===== src/rtl/gcd_pkg.sv =====
// Shared types and defaults for the GCD job scheduler and its engine.
package gcd_pkg;

  localparam int GCD_WIDTH_DEFAULT   = 8;
  localparam int GCD_TIMEOUT_DEFAULT = 600;

  typedef enum logic [1:0] {
    ST_IDLE   = 2'd0,
    ST_LAUNCH = 2'd1,
    ST_WAIT   = 2'd2,
    ST_HOLD   = 2'd3
  } gcd_state_e;

endpackage


===== src/rtl/gcd_job_scheduler_if.sv =====
// Operand input stream and result output stream of the GCD job scheduler.
interface gcd_job_scheduler_if #(
  parameter int WIDTH = 8
);
  logic             in_valid;
  logic             in_ready;
  logic [WIDTH-1:0] in_p;
  logic [WIDTH-1:0] in_q;
  logic             out_valid;
  logic             out_ready;
  logic [WIDTH-1:0] out_r;
  logic             out_err;

  // master: producer of operand pairs and consumer of results
  modport master (
    output in_valid, in_p, in_q, out_ready,
    input  in_ready, out_valid, out_r, out_err
  );

  modport slave (
    input  in_valid, in_p, in_q, out_ready,
    output in_ready, out_valid, out_r, out_err
  );
endinterface


===== src/rtl/gcd_pair_fifo.sv =====
// Show-ahead FIFO of packed {P,Q} operand pairs; head is visible on rd_data.
module gcd_pair_fifo #(
  parameter  int WIDTH = 16,
  parameter  int DEPTH = 4,
  localparam int AW    = $clog2(DEPTH),
  localparam int CW    = $clog2(DEPTH + 1)
) (
  input  logic             clk,
  input  logic             rst,
  input  logic             wr_en,
  input  logic [WIDTH-1:0] wr_data,
  input  logic             rd_en,
  output logic [WIDTH-1:0] rd_data,
  output logic             full,
  output logic             empty,
  output logic [CW-1:0]    count
);

  logic [WIDTH-1:0] mem [DEPTH];
  logic [AW-1:0]    wr_ptr;
  logic [AW-1:0]    rd_ptr;
  logic             do_wr;
  logic             do_rd;

  assign do_wr   = wr_en && !full;
  assign do_rd   = rd_en && !empty;
  assign full    = (count == CW'(DEPTH));
  assign empty   = (count == '0);
  assign rd_data = mem[rd_ptr];

  always_ff @(posedge clk or posedge rst) begin
    if (rst) begin
      wr_ptr <= '0;
      rd_ptr <= '0;
      count  <= '0;
    end else begin
      if (do_wr) wr_ptr <= wr_ptr + 1'b1;
      if (do_rd) rd_ptr <= rd_ptr + 1'b1;
      case ({do_wr, do_rd})
        2'b10:   count <= count + CW'(1);
        2'b01:   count <= count - CW'(1);
        default: count <= count;
      endcase
    end
  end

  // storage needs no reset: entries are only read once written
  always_ff @(posedge clk) begin
    if (do_wr) mem[wr_ptr] <= wr_data;
  end

endmodule


===== src/rtl/gcd_job_scheduler.sv =====
// Queues (P,Q) pairs, runs them one at a time on gcd_calc, and streams results
// out in order; zero operands bypass the engine, a watchdog bounds each job.
module gcd_job_scheduler
  import gcd_pkg::*;
#(
  parameter int WIDTH   = GCD_WIDTH_DEFAULT,
  parameter int DEPTH   = 4,
  parameter int TIMEOUT = GCD_TIMEOUT_DEFAULT
) (
  input  logic                 clk,
  input  logic                 rst,
  gcd_job_scheduler_if.slave   io,
  output logic                 gcd_start,
  output logic [WIDTH-1:0]     gcd_p,
  output logic [WIDTH-1:0]     gcd_q,
  input  logic [WIDTH-1:0]     gcd_r,
  input  logic                 gcd_done
);

  // state     | meaning
  // ST_IDLE   | waiting for a queued pair; pops head when FIFO non-empty
  // ST_LAUNCH | one-cycle gcd_start pulse, watchdog cleared
  // ST_WAIT   | engine running; leave on gcd_done or watchdog expiry
  // ST_HOLD   | result presented on out_valid until out_ready

  localparam int WDW = $clog2(TIMEOUT + 1);
  localparam int CW  = $clog2(DEPTH + 1);

  gcd_state_e         state;
  gcd_state_e         state_nxt;

  logic [2*WIDTH-1:0] fifo_head;
  logic [WIDTH-1:0]   head_p;
  logic [WIDTH-1:0]   head_q;
  logic               head_zero;
  logic               fifo_full;
  logic               fifo_empty;
  logic [CW-1:0]      fifo_count;
  logic               fifo_pop;

  logic [WDW-1:0]     wd;
  logic               wd_expired;
  logic [WIDTH-1:0]   out_r_q;
  logic               out_err_q;
  logic               out_valid;

  gcd_pair_fifo #(
    .WIDTH (2 * WIDTH),
    .DEPTH (DEPTH)
  ) u_fifo (
    .clk     (clk),
    .rst     (rst),
    .wr_en   (io.in_valid),
    .wr_data ({io.in_p, io.in_q}),
    .rd_en   (fifo_pop),
    .rd_data (fifo_head),
    .full    (fifo_full),
    .empty   (fifo_empty),
    .count   (fifo_count)
  );

  assign head_p     = fifo_head[2*WIDTH-1:WIDTH];
  assign head_q     = fifo_head[WIDTH-1:0];
  assign head_zero  = (head_p == '0) || (head_q == '0);
  assign wd_expired = (wd == WDW'(TIMEOUT));

  assign io.in_ready  = !fifo_full;
  assign io.out_valid = out_valid;
  assign io.out_r     = out_r_q;
  assign io.out_err   = out_err_q;

  always_ff @(posedge clk or posedge rst) begin
    if (rst) state <= ST_IDLE;
    else     state <= state_nxt;
  end

  always_comb begin
    state_nxt = state;
    case (state)
      ST_IDLE:   if (!fifo_empty) state_nxt = head_zero ? ST_HOLD : ST_LAUNCH;
      ST_LAUNCH: state_nxt = ST_WAIT;
      ST_WAIT:   if (gcd_done || wd_expired) state_nxt = ST_HOLD;
      ST_HOLD:   if (io.out_ready) state_nxt = ST_IDLE;
      default:   state_nxt = ST_IDLE;
    endcase
  end

  always_comb begin
    fifo_pop  = 1'b0;
    gcd_start = 1'b0;
    out_valid = 1'b0;
    case (state)
      ST_IDLE:   fifo_pop  = !fifo_empty;
      ST_LAUNCH: gcd_start = 1'b1;
      ST_HOLD:   out_valid = 1'b1;
      default:   ;
    endcase
  end

  // gcd_done takes priority over a watchdog expiring in the same cycle
  always_ff @(posedge clk or posedge rst) begin
    if (rst) begin
      gcd_p     <= '0;
      gcd_q     <= '0;
      out_r_q   <= '0;
      out_err_q <= 1'b0;
      wd        <= '0;
    end else begin
      case (state)
        ST_IDLE: begin
          if (fifo_pop) begin
            gcd_p <= head_p;
            gcd_q <= head_q;
            if (head_zero) begin
              out_r_q   <= head_p | head_q;
              out_err_q <= 1'b0;
            end
          end
        end
        ST_LAUNCH: wd <= '0;
        ST_WAIT: begin
          if (gcd_done) begin
            out_r_q   <= gcd_r;
            out_err_q <= 1'b0;
          end else if (wd_expired) begin
            out_r_q   <= '0;
            out_err_q <= 1'b1;
          end else begin
            wd <= wd + WDW'(1);
          end
        end
        default: ;
      endcase
    end
  end

  assert property (@(posedge clk) disable iff (rst) fifo_full == (fifo_count == CW'(DEPTH)));

endmodule


===== src/flat_wrapper.sv =====
// flat-port wrapper written by rule: the top's interface ports become plain ports
module gcd_job_scheduler_flat import gcd_pkg::*;
#(
  parameter int WIDTH   = GCD_WIDTH_DEFAULT,
  parameter int DEPTH   = 4,
  parameter int TIMEOUT = GCD_TIMEOUT_DEFAULT
)
  (clk, rst, gcd_start, gcd_p, gcd_q, gcd_r, gcd_done, io_in_valid, io_in_p, io_in_q, io_out_ready, io_in_ready, io_out_valid, io_out_r, io_out_err);
  gcd_job_scheduler_if #(.WIDTH(WIDTH)) io_i ();
  input  logic clk;
  input  logic rst;
  output logic gcd_start;
  output logic [WIDTH-1:0] gcd_p;
  output logic [WIDTH-1:0] gcd_q;
  input  logic [WIDTH-1:0] gcd_r;
  input  logic gcd_done;
  input wire logic [$bits(io_i.in_valid)-1:0] io_in_valid;
  input wire logic [$bits(io_i.in_p)-1:0] io_in_p;
  input wire logic [$bits(io_i.in_q)-1:0] io_in_q;
  input wire logic [$bits(io_i.out_ready)-1:0] io_out_ready;
  output wire logic [$bits(io_i.in_ready)-1:0] io_in_ready;
  output wire logic [$bits(io_i.out_valid)-1:0] io_out_valid;
  output wire logic [$bits(io_i.out_r)-1:0] io_out_r;
  output wire logic [$bits(io_i.out_err)-1:0] io_out_err;
  assign io_i.in_valid = io_in_valid;
  assign io_i.in_p = io_in_p;
  assign io_i.in_q = io_in_q;
  assign io_i.out_ready = io_out_ready;
  assign io_in_ready = io_i.in_ready;
  assign io_out_valid = io_i.out_valid;
  assign io_out_r = io_i.out_r;
  assign io_out_err = io_i.out_err;
  gcd_job_scheduler #(.WIDTH(WIDTH), .DEPTH(DEPTH), .TIMEOUT(TIMEOUT)) u_core (.clk(clk), .rst(rst), .io(io_i), .gcd_start(gcd_start), .gcd_p(gcd_p), .gcd_q(gcd_q), .gcd_r(gcd_r), .gcd_done(gcd_done));
endmodule

===== config.mk =====
export PLATFORM = sky130hd
export DESIGN_NAME = gcd_job_scheduler_flat
export DESIGN_NICKNAME = d
export VERILOG_FILES = /design/src/rtl/gcd_pkg.sv /design/src/rtl/gcd_job_scheduler_if.sv /design/src/rtl/gcd_pair_fifo.sv /design/src/rtl/gcd_job_scheduler.sv /design/src/flat_wrapper.sv
export SDC_FILE = /design/constraint.sdc
export NUM_CORES = 1
export LEC_CHECK = 0
export CAP_MARGIN = 20
export CELL_PAD_IN_SITES_DETAIL_PLACEMENT = 0
export CELL_PAD_IN_SITES_GLOBAL_PLACEMENT = 1
export CORE_AREA = 2 2 101 103
export CTS_CLUSTER_DIAMETER = 30
export DETAILED_ROUTE_END_ITERATION = 6
export DIE_AREA = 0 0 103 105
export GPL_TIMING_DRIVEN = 0
export MAX_ROUTING_LAYER = met4
export PLACE_DENSITY = 0.79
export SLEW_MARGIN = 20
export SYNTH_ARGS = -nofsm -noshare
export SYNTH_HDL_FRONTEND = slang
export SYNTH_SLANG_ARGS = --single-unit

===== constraint.sdc =====
create_clock -name clk -period 4.6 [get_ports clk]
set_input_delay 0.92 -clock clk [delete_from_list [all_inputs] [get_ports clk]]
set_output_delay 0.92 -clock clk [all_outputs]
set_load 0.005 [all_outputs]

==> results.yml <==
sta:
  fmax_ghz: 0.341
  fin_crit_sh_pct: 63.7
  finalMaxSlewViolations: 0
  fin_tns_setup_ns: 0
  clock_skew_ns: 0.0179
  finalSetupViolCount: 0
  hold_viol_final: 0
  holdWs_ns: 0.484
  tightestPinTransition_ns: 0.854
  slew_headroom_pct: 43.1
  layout_setup_ws_ns: 1.67
  rsz0062_at_grt: "false"
  fin_crit_ns: 2.93
global_route:
  track_usage_pct: 18.1
  grt_max_degree: 31
  antenna_found_initial: 0
  overflow: 0
  grt_pass1_wl_um: 14300
  grt_pass1_vias: 2764
power:
  pwr-share-seq_pct: 40.9
  ir_drop_v: 0.000246
  leakagePower_nw: 2.16
  power_density_nw_per_um2: 633
  switchingPower_mw: 1.19
  power_frac_clock_pct: 16.7
  power_frac_comb_pct: 42.4
  switching_share_pct: 33.9
  p_int_mw: 2.33
  total_power_mw: 3.52
synth:
  ys_seq_elements: 108
  synth.most_common_cell: "nand2_1"
  synth_area_leader_cell: "edfxtp_1"
  yosys_warnings: 0
  syn-instance-count: 320
  synth_edf_count: 64
  synthDominantCellAreaShare_pct: 41.6
  syn_nets: 362
  async_flop_share_pct: 40.7
  syn_area_per_cell_sq_um: 14.4
  synthTopCellsByArea: "edfxtp_1 42%, dfrtp_1 24%, mux4_2 6.3%"
  synth_area_sq_um: 4610
  synth_seq_area_share_pct: 65.5
  ys_types: 41
  synth_common_cells: "68 x nand2_1, 64 x edfxtp_1, 44 x dfrtp_1, 16 x nor2_1, 13 x mux4_2"
  yosys_most_used_dff: "edfxtp_1"
floorplanning:
  core_area_sq_um: 9640
  dieArea_sq_um: 10800
  die_h_um: 105
  initial_utilization_pct: 47.9
  io_pins: 57
  die_w_um: 103
  rows: 36
detailed_routing:
  drc: 0
  ant_nets: 0
  totalWireLength_um: 8700
  drt-pass1-iter-count: 4
  drtIter0Drc: 101
  drt-wirelength-per-cell_um: 16.5
  viasPerCell: 5.01
  vias: 2637
setup_path:
  timing_worst_setup_path_type: "flip-flop to flip-flop"
  cp-startpoint: "u_core.state[0]$_DFFE_PP0P_"
  r2r_slack_ns: 1.67
  r2r-end: "u_core.u_fifo.count[2]$_DFFE_PP0P_"
  worstPathRequired_ns: 4.90
  reg2reg_depth: 12
  critPathLaunchType: "flip-flop"
  rr_startpoint: "u_core.state[0]$_DFFE_PP0P_"
  cp.arrival_ns: 3.23
  endpoint_kind: "flip-flop"
  worstPathMaxFanout: 10
run_status:
  status: "complete, no violations"
place:
  place_ws_ns: 1.57
  postPlaceCellArea_sq_um: 5360
  numPortBuffers: 56
  dp.cells: 510
  dpl.hpwl_um: 6110
  gp_congestion: 0.758
cts:
  tritoncts: "done"
  clock-sinks: 108
  holdBufCountCts: 0
  htreeDepth: 3
  numCtsBuffers: 9
  clock-root-buffer: "clkbuf_8"
  insertion_delay_ns: 0.37
  cts_resized: 0
  clkTransAtPathRegs_ns: 0.10
  cts_setup_buffers: 0
  cts.path.max_buffers: 2
min_path:
  min_from: "u_core.gcd_q[4]$_DFFE_PP0P_"
  holdCritPathClass: "flip-flop to flip-flop"
  min_path_cells: 2
  min_to: "u_core.gcd_q[4]$_DFFE_PP0P_"
final_layout:
  multi_input_comb_area_sq_um: 1470
  drive_gt1_share_pct: 12.0
  area_growth_pct: 20.5
  fin_nets: 430
  stdcell_area_sq_um: 5560
  stdcell_count: 526
  fin_util_pct: 57.7
  regArea_sq_um: 3020
  fillCellCount: 834
  num_antenna_cells: 0
flow_run:
  max_cap_viol_count: 0
==> state kept, by name, indices dropped and copies added, names as in the netlist <==
signal,flops
u_core.io.out_err,1
u_core.u_fifo.mem,64
u_core.wd,10
u_core.state,2
u_core.u_fifo.count,3
u_core.gcd_p,8
u_core.u_fifo.rd_ptr,2
u_core.io.out_r,8
u_core.gcd_q,8
u_core.u_fifo.wr_ptr,2
==> metal layers <==
layer	wire length [um]	track usage, %	up-vias
li1	-	-	1282
met3	368	4.01	12
met2	4070	26.6	57
met5	0	-	-
met1	4140	25.4	1286
met4	114	5.55	0
==> critical path, cell delays in order (launching register included) <==
cell	delay [ns]
dfrtp_1	0.41
inv_1	0.13
ha_1	0.30
nand2b_1	0.08
clkbuf_1	0.23
inv_2	0.20
clkbuf_1	0.40
ha_1	0.27
inv_1	0.06
fa_1	0.37
xor2_1	0.15
nor2_1	0.11
xor2_1	0.15
==> power by group through the flow <==
stage	clock [mW]	combinational [mW]	sequential, mW
finish	0.588	1.49	1.44
global route	0.650	1.67	1.47
global placement	0	1.50	1.45
floorplan	0	0.979	1.44
CTS	0.601	1.53	1.44
detailed placement	0	1.53	1.46
==> cell families after synthesis <==
family          after synthesis  share of synthesized area (%)
simple gates                110                           10.6
flops                       108                           65.5
fa+ha+maj                    13                           3.69
mux                          27                           11.4
buf+inv                      25                           2.58
xor+xnor                     12                           2.28
compound gates               25                           3.90
==> how the worst max path moves through the flow <==
stage,end
after floorplan,u_core.u_fifo.count[2]$_DFFE_PP0P_
after global placement,u_core.wd[6]$_DFFE_PP0P_
after detailed placement,u_core.wd[6]$_DFFE_PP0P_
after CTS,u_core.u_fifo.count[2]$_DFFE_PP0P_
after global routing,u_core.u_fifo.count[2]$_DFFE_PP0P_
final,u_core.u_fifo.count[2]$_DFFE_PP0P_
==> area by class of cell <==
cell class / instances / area share (%)
Buffer: 12 / 1.26
Clock buffer: 10 / 2.30
Clock inverter: 6 / 1.28
Inverter: 13 / 0.878
Multi-Input combinational cell: 187 / 26.5
Sequential cell: 108 / 54.4
Tap cell: 133 / 2.99
Timing Repair Buffer: 57 / 10.4
==> placed cells by master, fill, tap and decap left out, types with 3 or more instances in the layout <==
cell type        netlist  routed
dfrtp_1               44      44
ha_1                  12      12
inv_1                 12      11
clkdlybuf4s50_1        0      56
o2111ai_1              4       4
nor2_1                16      16
a21oi_1                3       3
xor2_1                 8       8
xnor2_1                4       4
mux2_4                 9       9
clkbuf_1               8       9
mux4_2                13      13
nand2_1               68      68
mux4_1                 3       3
and3_1                 6       6
o21ai_0                9       9
and2_1                 4       4
nor3_1                 3       3
edfxtp_1              64      64
clkbuf_8               0       9
No activity file was read; power rests on OpenSTA's default activity.
